$ cat src/rtl/reg_writeback.sv
// rtl/reg_writeback.sv - register-file write-back stage with load FIFO and pending-load scoreboard; WB_BYPASS_EN adds forwarding ports
module reg_writeback #(
    parameter int DATA_W     = 8,
    parameter int ADDR_W     = 4,
    parameter int FIFO_DEPTH = 4
) (
    input  logic                   clk,
    input  logic                   rst,
    input  logic                   alu_valid,
    input  logic [ADDR_W-1:0]      alu_dest,
    input  logic [DATA_W-1:0]      alu_data,
    input  logic                   mem_valid,
    input  logic [ADDR_W-1:0]      mem_dest,
    input  logic [DATA_W-1:0]      mem_data,
    output logic                   mem_ready,
    input  logic                   pend_set,
    input  logic [ADDR_W-1:0]      pend_dest,
    input  logic [ADDR_W-1:0]      read_addr_1,
    input  logic [ADDR_W-1:0]      read_addr_2,
    output logic                   hazard_1,
    output logic                   hazard_2,
    output logic [(1<<ADDR_W)-1:0] busy,
`ifdef WB_BYPASS_EN
    output logic                   byp_hit_1,
    output logic                   byp_hit_2,
    output logic [DATA_W-1:0]      byp_data_1,
    output logic [DATA_W-1:0]      byp_data_2,
`endif
    output logic                   reg_write_en,
    output logic [ADDR_W-1:0]      reg_write_dest,
    output logic [DATA_W-1:0]      reg_write_data
);

    localparam int                NREG     = 1 << ADDR_W;
    localparam int                PTR_W    = (FIFO_DEPTH > 1) ? $clog2(FIFO_DEPTH) : 1;
    localparam int                CNT_W    = PTR_W + 1;
    localparam logic [CNT_W-1:0]  FULL_CNT = CNT_W'(FIFO_DEPTH);
    localparam logic [ADDR_W-1:0] ZERO_REG = '0;

    logic [ADDR_W-1:0] fifo_dest_q [FIFO_DEPTH];
    logic [DATA_W-1:0] fifo_data_q [FIFO_DEPTH];

    logic [PTR_W-1:0]  wr_ptr_q, wr_ptr_d;
    logic [PTR_W-1:0]  rd_ptr_q, rd_ptr_d;
    logic [CNT_W-1:0]  count_q, count_d;
    logic [NREG-1:0]   busy_q, busy_d;
    logic              wen_q, wen_d;
    logic              from_mem_q, from_mem_d;
    logic [ADDR_W-1:0] dest_q, dest_d;
    logic [DATA_W-1:0] data_q, data_d;

    logic push;
    logic pop;
    logic alu_take;

    // mem_ready looks only at the registered count so it never depends on this cycle's pop
    always_comb begin
        mem_ready = rst && (count_q != FULL_CNT);
        push      = mem_valid && mem_ready && (mem_dest != ZERO_REG);
        alu_take  = alu_valid && (alu_dest != ZERO_REG);
        pop       = !alu_take && (count_q != '0);
    end

    always_comb begin
        wr_ptr_d = push ? wr_ptr_q + 1'b1 : wr_ptr_q;
        rd_ptr_d = pop  ? rd_ptr_q + 1'b1 : rd_ptr_q;
        case ({push, pop})
            2'b10:   count_d = count_q + 1'b1;
            2'b01:   count_d = count_q - 1'b1;
            default: count_d = count_q;
        endcase
    end

    // ALU has strict priority; an idle port keeps its last dest/data
    always_comb begin
        wen_d      = 1'b0;
        from_mem_d = 1'b0;
        dest_d     = dest_q;
        data_d     = data_q;
        if (alu_take) begin
            wen_d  = 1'b1;
            dest_d = alu_dest;
            data_d = alu_data;
        end else if (pop) begin
            wen_d      = 1'b1;
            from_mem_d = 1'b1;
            dest_d     = fifo_dest_q[rd_ptr_q];
            data_d     = fifo_data_q[rd_ptr_q];
        end
    end

    // Clear is applied first so a same-edge set on that register wins
    always_comb begin
        busy_d = busy_q;
        if (wen_q && from_mem_q) begin
            busy_d[dest_q] = 1'b0;
        end
        if (pend_set && (pend_dest != ZERO_REG)) begin
            busy_d[pend_dest] = 1'b1;
        end
    end

    always_ff @(posedge clk or negedge rst) begin
        if (!rst) begin
            wr_ptr_q   <= '0;
            rd_ptr_q   <= '0;
            count_q    <= '0;
            busy_q     <= '0;
            wen_q      <= 1'b0;
            from_mem_q <= 1'b0;
            dest_q     <= '0;
            data_q     <= '0;
        end else begin
            wr_ptr_q   <= wr_ptr_d;
            rd_ptr_q   <= rd_ptr_d;
            count_q    <= count_d;
            busy_q     <= busy_d;
            wen_q      <= wen_d;
            from_mem_q <= from_mem_d;
            dest_q     <= dest_d;
            data_q     <= data_d;
        end
    end

    // Storage needs no reset: count and pointers alone define which entries are live
    always_ff @(posedge clk) begin
        if (push) begin
            fifo_dest_q[wr_ptr_q] <= mem_dest;
            fifo_data_q[wr_ptr_q] <= mem_data;
        end
    end

    assign busy           = busy_q;
    assign reg_write_en   = wen_q;
    assign reg_write_dest = dest_q;
    assign reg_write_data = data_q;

`ifdef WB_BYPASS_EN
    always_comb begin
        byp_hit_1  = wen_q && (dest_q == read_addr_1) && (read_addr_1 != ZERO_REG);
        byp_hit_2  = wen_q && (dest_q == read_addr_2) && (read_addr_2 != ZERO_REG);
        byp_data_1 = data_q;
        byp_data_2 = data_q;
        hazard_1   = busy_q[read_addr_1] && !(byp_hit_1 && from_mem_q);
        hazard_2   = busy_q[read_addr_2] && !(byp_hit_2 && from_mem_q);
    end
`else
    always_comb begin
        hazard_1 = busy_q[read_addr_1];
        hazard_2 = busy_q[read_addr_2];
    end
`endif

endmodule

$ cat config.mk
export PLATFORM = sky130hd
export DESIGN_NAME = reg_writeback
export DESIGN_NICKNAME = d
export VERILOG_FILES = /design/src/rtl/reg_writeback.sv
export SDC_FILE = /design/constraint.sdc
export NUM_CORES = 1
export LEC_CHECK = 0
export ABC_AREA = 0
export ABC_CLOCK_PERIOD_IN_PS = 3100
export CAP_MARGIN = 15
export CORE_MARGIN = 2
export CORE_UTILIZATION = 51
export DETAILED_ROUTE_END_ITERATION = 8
export PLACE_DENSITY = 0.79
export SYNTH_ARGS = -nofsm -noshare
export SYNTH_HDL_FRONTEND = slang
export SYNTH_SLANG_ARGS = --single-unit
$ cat constraint.sdc
create_clock -name clk -period 3.1 [get_ports clk]
set_clock_uncertainty 0.05 [all_clocks]
set_input_delay 0.93 -clock clk [delete_from_list [all_inputs] [get_ports clk]]
set_output_delay 0.93 -clock clk [all_outputs]
set_load 0.03 [all_outputs]
### Yosys cells after proc, flatten, opt, wreduce, memory -nomap -nowiden

Memories as Yosys holds them, arrays and structs flattened.
Cells that the tools add are included.

* register bits after elaboration: 37
* RAM bits: 48
* input bits: 41
* output and inout bits: 32
* word-level logic and storage cells: 62
* memories kept: 2

* add/subtract/negate cells: 4
* $lt $le $gt $ge: 6
* equality and inequality tests: 3
* multiplexer cells: 20
* bitwise gates (word level): 3
* reduce and logical (&&, ||, !) cells: 16

Memory list
* fifo_data_q: depth 4, width 8, rd ports 1, clocked after Yosys merged registers in 0, wr ports 1, line 41 `logic [DATA_W-1:0] fifo_data_q [FIFO_DEPTH];`
* fifo_dest_q: depth 4, width 4, rd ports 1, clocked after Yosys merged registers in 0, wr ports 1, line 40 `logic [ADDR_W-1:0] fifo_dest_q [FIFO_DEPTH];`

Operators with widths (number)
* 2-to-1 mux 16 bit: 2
* less-than comparator 4 x 5 -> 1 bit, second input constant: 4
* AND 16 bit: 1
* 2-to-1 mux 8 bit: 2
* inverter 16 bit: 1
* bitwise OR 16 bit: 1
* nonzero test 4 bit: 3
* logical AND 1 bit: 9
* 2-to-1 mux 1 bit: 9
* binary-select mux 1 bit (select 4 bit): 2
* demux 1 bit (select 4 bit): 2
* greater-or-equal comparator 4 x 1 -> 1 bit, second input constant: 2
* 2-to-1 mux 4 bit: 2
* case mux 3 bit (2 select lines): 1
* adder 2 x 1 -> 2 bit, second input constant: 2
* nonzero test 2 bit: 2
* adder 3 x 1 -> 3 bit, second input constant: 1
* inequality test 3 bit, second input constant: 1
* nonzero test 3 bit: 1
* subtractor 3 x 1 -> 3 bit, second input constant: 1
* == test 2 x 1 -> 1 bit, second input constant: 1
* == test 2 bit, second input constant: 1
* logical NOT 1 bit: 1

### Depth between registers and ports, before layout

* word-level depth: 9
* depth in mapped cells: 9
* mapped depth without buffers: 9

### Least setup slack after synthesis

Ideal clock, no wire load.

* path kind: input to output
* start: input read_addr_1[0]
* end: output hazard_1
* arrival: 2.020 ns
* data required time: 2.120 ns
* slack: 0.100 ns
* cell stages on the path: 2
* buffers on the path: 0
* path through: mux4_1 mux4_2

* longest elaborated chain between the ends: 2

Ends and longest elaborated chain
* start: declaration: line 18 `input logic [ADDR_W-1:0] read_addr_1,`
* binary-select mux 1 bit (select 4 bit): line 149 `hazard_1 = busy_q[read_addr_1];`
* 2-to-1 mux 1 bit (implied by the code): line 149
* end: declaration: line 20 `output logic hazard_1,`

No other way between the ends. The select of a mux whose other input is x is not followed.

### Final worst setup path

Same ends and word-level chain as after synthesis.

==> flow_summary.yaml <==
run_status:
  status: "finished, violations left"
  violations: "setup timing"
min_path:
  hold_start: "reg_write_data[6]$_DFFE_PN0P_"
  hold_depth: 2
  holdPathEnd: "reg_write_data[6]$_DFFE_PN0P_"
  hold_class: "reg -> reg"
synthesis:
  syn_inst: 243
  ys_seq_elements: 85
  synth_cell_type_count: 37
  syn_area_per_cell_sq_um: 15.26
  seq_area_frac_synth_pct: 63.85
  synth_nets: 290
  yosysWarnings: 0
  syn_area_sq_um: 3707
critical_path:
  slowest_stage: "mux4_2"
  crit_family: "multiplexers"
  cp.depth: 4
  endpoint_kind: "primary output"
  r2r-end: "count_q[2]$_DFFE_PN0P_"
  slowest_delay_ps: 510
  rrSetupSlack_ps: 840
  reg2reg_depth: 8
  cp_max_fo: 4
  regToRegStartpoint: "count_q[2]$_DFFE_PN0P_"
  start_kind: "input pin"
  crit_top_cell: "mux4_2"
  worstPathArrival_ps: 2160
  cp_cell_sequence: "buf_8 -> mux4_2 -> mux4_2 -> buf_6"
  crit_required_ps: 2120
  critPathKind: "in -> out"
  path_buf_inv: 2
clock_network:
  cts_htree_levels: 3
  cts_buffers: 9
  cts_sinks: 85
  cts_tree: "built"
  clock_path_buffers: 2
  cts_root_buffer: "clkbuf_8"
  clk_pin_slew_ps: 100
  clk_latency_ps: 350
global_routing:
  antenna_found_initial: 0
  grt_max_degree: 38
  gr-max-usage-layer: "met2"
  grtUsageMet1_pct: 29.27
  grt_pass1_wl_um: 12940
  grt-ovfl-total: 0
  met2_usage_pct: 38.11
  grt_util_all_layers_pct: 22.31
  grt_pass1_vias: 2469
  grtUsageMet3_pct: 3.786
floorplanning:
  start_util_pct: 51.95
  io_pins: 73
  die_h_um: 89.26
  die_area_sq_um: 7967
  coreArea_sq_um: 7137
  fp.dieW_um: 89.26
  row_count: 31
timing:
  min_period_ps: 3143
  fmax_mhz: 318.1
  setup_viol: 2
  rsz0062_at_grt: "yes"
  tightestPinTransition_ps: 710.3
  slew_violations: 0
  min_period_over_period_pct: 101.4
  post-route-worst-setup-slack_ps: -43.36
  maxSlewHeadroom_pct: 52.65
  final_hold_viol_count: 0
  setup-tns-final_ps: -66.46
finish:
  fin_nets: 384
  final_common_cell: "clkdlybuf4s50_1"
  layout_common_cells: "clkdlybuf4s50_1 (64), edfxtp_1 (48), dfrtp_1 (37)"
  syn2layout_area_growth_pct: 30.68
  finalNonFillerCells: 441
  drive_gt1_share_pct: 20.76
  diodes: 0
route:
  dr.pass1.iters: 4
  drc: 0
  wl_per_cell_um: 18.14
  vias: 2438
  routed_wl_um: 7998
  ant_nets: 0
  drtIter0Drc: 171
  vias_per_cell: 5.528
power_and_ir_drop:
  p_seq_share_pct: 42.7
  p_per_area_nw_per_um2: 875.0
  p_comb_share_pct: 39.3
  ir_drop_uv: 460.1
  totalPowerFinal_mw: 4.239
  p_int_mw: 2.616
  power_frac_clock_pct: 18.0
  swShare_pct: 38.29
  switchingPower_mw: 1.623
  power_leakage_nw: 1.802
placement:
  place_inst: 423
  port_buffers: 72
  routabilityCongestion: 0.8051
  hpwl_um: 5812
run:
  drv_cap: 0
-- synth_stat cells --
library cell	instances	area (sq um)
a211oi_2	1	12.51
a21oi_1	1	5.000
a221o_1	3	30.03
a31oi_1	9	56.30
and2_1	5	31.28
and3_1	3	18.77
buf_2	4	20.02
buf_4	1	7.510
clkbuf_1	3	11.26
dfrtp_1	37	925.9
edfxtp_1	48	1441
fa_1	1	20.02
ha_1	5	62.56
inv_1	7	26.28
mux2_2	1	11.26
mux2i_1	1	10.01
mux4_1	8	210.2
mux4_2	14	315.3
nand2_1	22	82.58
nand2b_1	5	31.28
nand3_1	2	10.01
nand3b_1	2	15.01
nand4_1	2	12.51
nand4b_1	2	17.52
nand4bb_1	1	11.26
nor2_1	11	41.29
nor3_1	1	5.000
o21a_1	1	7.510
o21ai_0	29	145.1
o31ai_1	1	7.510
o41ai_1	1	8.760
o41ai_2	1	16.27
or2_2	2	12.51
or3_1	1	6.260
or3b_2	1	8.760
xnor2_1	3	26.28
xor2_1	3	26.28
-- worst max path at each step --
stage	slack, ps	startpoint	to
2_1_floorplan	100	read_addr_1[0]	hazard_1
3_5_place_dp	-1080	read_addr_1[0]	hazard_1
5_1_grt	-80	read_addr_1[0]	hazard_1
3_3_place_gp	-1040	read_addr_1[0]	hazard_1
6_report	-40	read_addr_1[0]	hazard_1
4_1_cts	-70	read_addr_1[0]	hazard_1
-- routing by layer --
metal | part of all wire, % | wire (um) | vias up
li1 | - | - | 1135
met1 | 40 | 3238 | 1198
met2 | 52 | 4145 | 95
met3 | 6.5 | 523 | 10
met4 | 1.1 | 91 | 0
met5 | 0 | 0 | -
-- area by class of cell --
cell class / count / area, sq um
multi-input combinational: 143 / 1256
clock inverter: 7 / 76.32
clock buffer: 9 / 123.9
sequential: 85 / 2367
tap: 99 / 123.9
timing repair buffer: 91 / 870.8
inverter: 7 / 26.28
fill: 519 / 2292
-- cells by family after synthesis --
group	synth area share, %
fa+ha+maj	2.227
compound gates	7.796
mux	14.75
simple gates	8.201
buf+inv	1.755
xor+xnor	1.418
flops	63.85
-- power by group through the flow --
stage	Clock [mW]	Sequential [mW]	Combinational (mW)
after CTS	0.777	1.81	1.69
final	0.763	1.81	1.67
after detailed placement	0	1.83	1.66
after global placement	0	1.80	1.63
after global routing	0.841	1.86	1.81
after floorplan	0	1.98	0.794
-- state kept, by name, indices dropped and copies added (netlist names) --
name            flops
reg_write_dest      4
reg_write_data      8
wr_ptr_q            2
from_mem_q          1
reg_write_en        1
fifo_dest_q        16
fifo_data_q        32
count_q             3
rd_ptr_q            2
busy               16
-- per-stage QoR --
step,worst slack [ps],area [sq um],util (%),hold WS [ps]
floorplan,99.81,3707,-,451.6
global placement,-1038,4644,65.08,474.3
detailed placement,-1081,4644,65.08,483.0
CTS,-67.40,4838,67.79,496.4
global route,-83.59,4845,67.88,515.4
finish,-43.36,4845,67.88,497.7
-- worst min-delay path: stages, from the launching register on --
cell and delay, ps:
dfrtp_1 390, nand2_1 60, a31oi_1 70
-- what timing repair did --
action,CTS,global route
hold buffers,0,0
resized for setup,45,1
endpoints found under the setup margin,2,2
buffers inserted,2,0
Power figures use the tool's default switching activity.
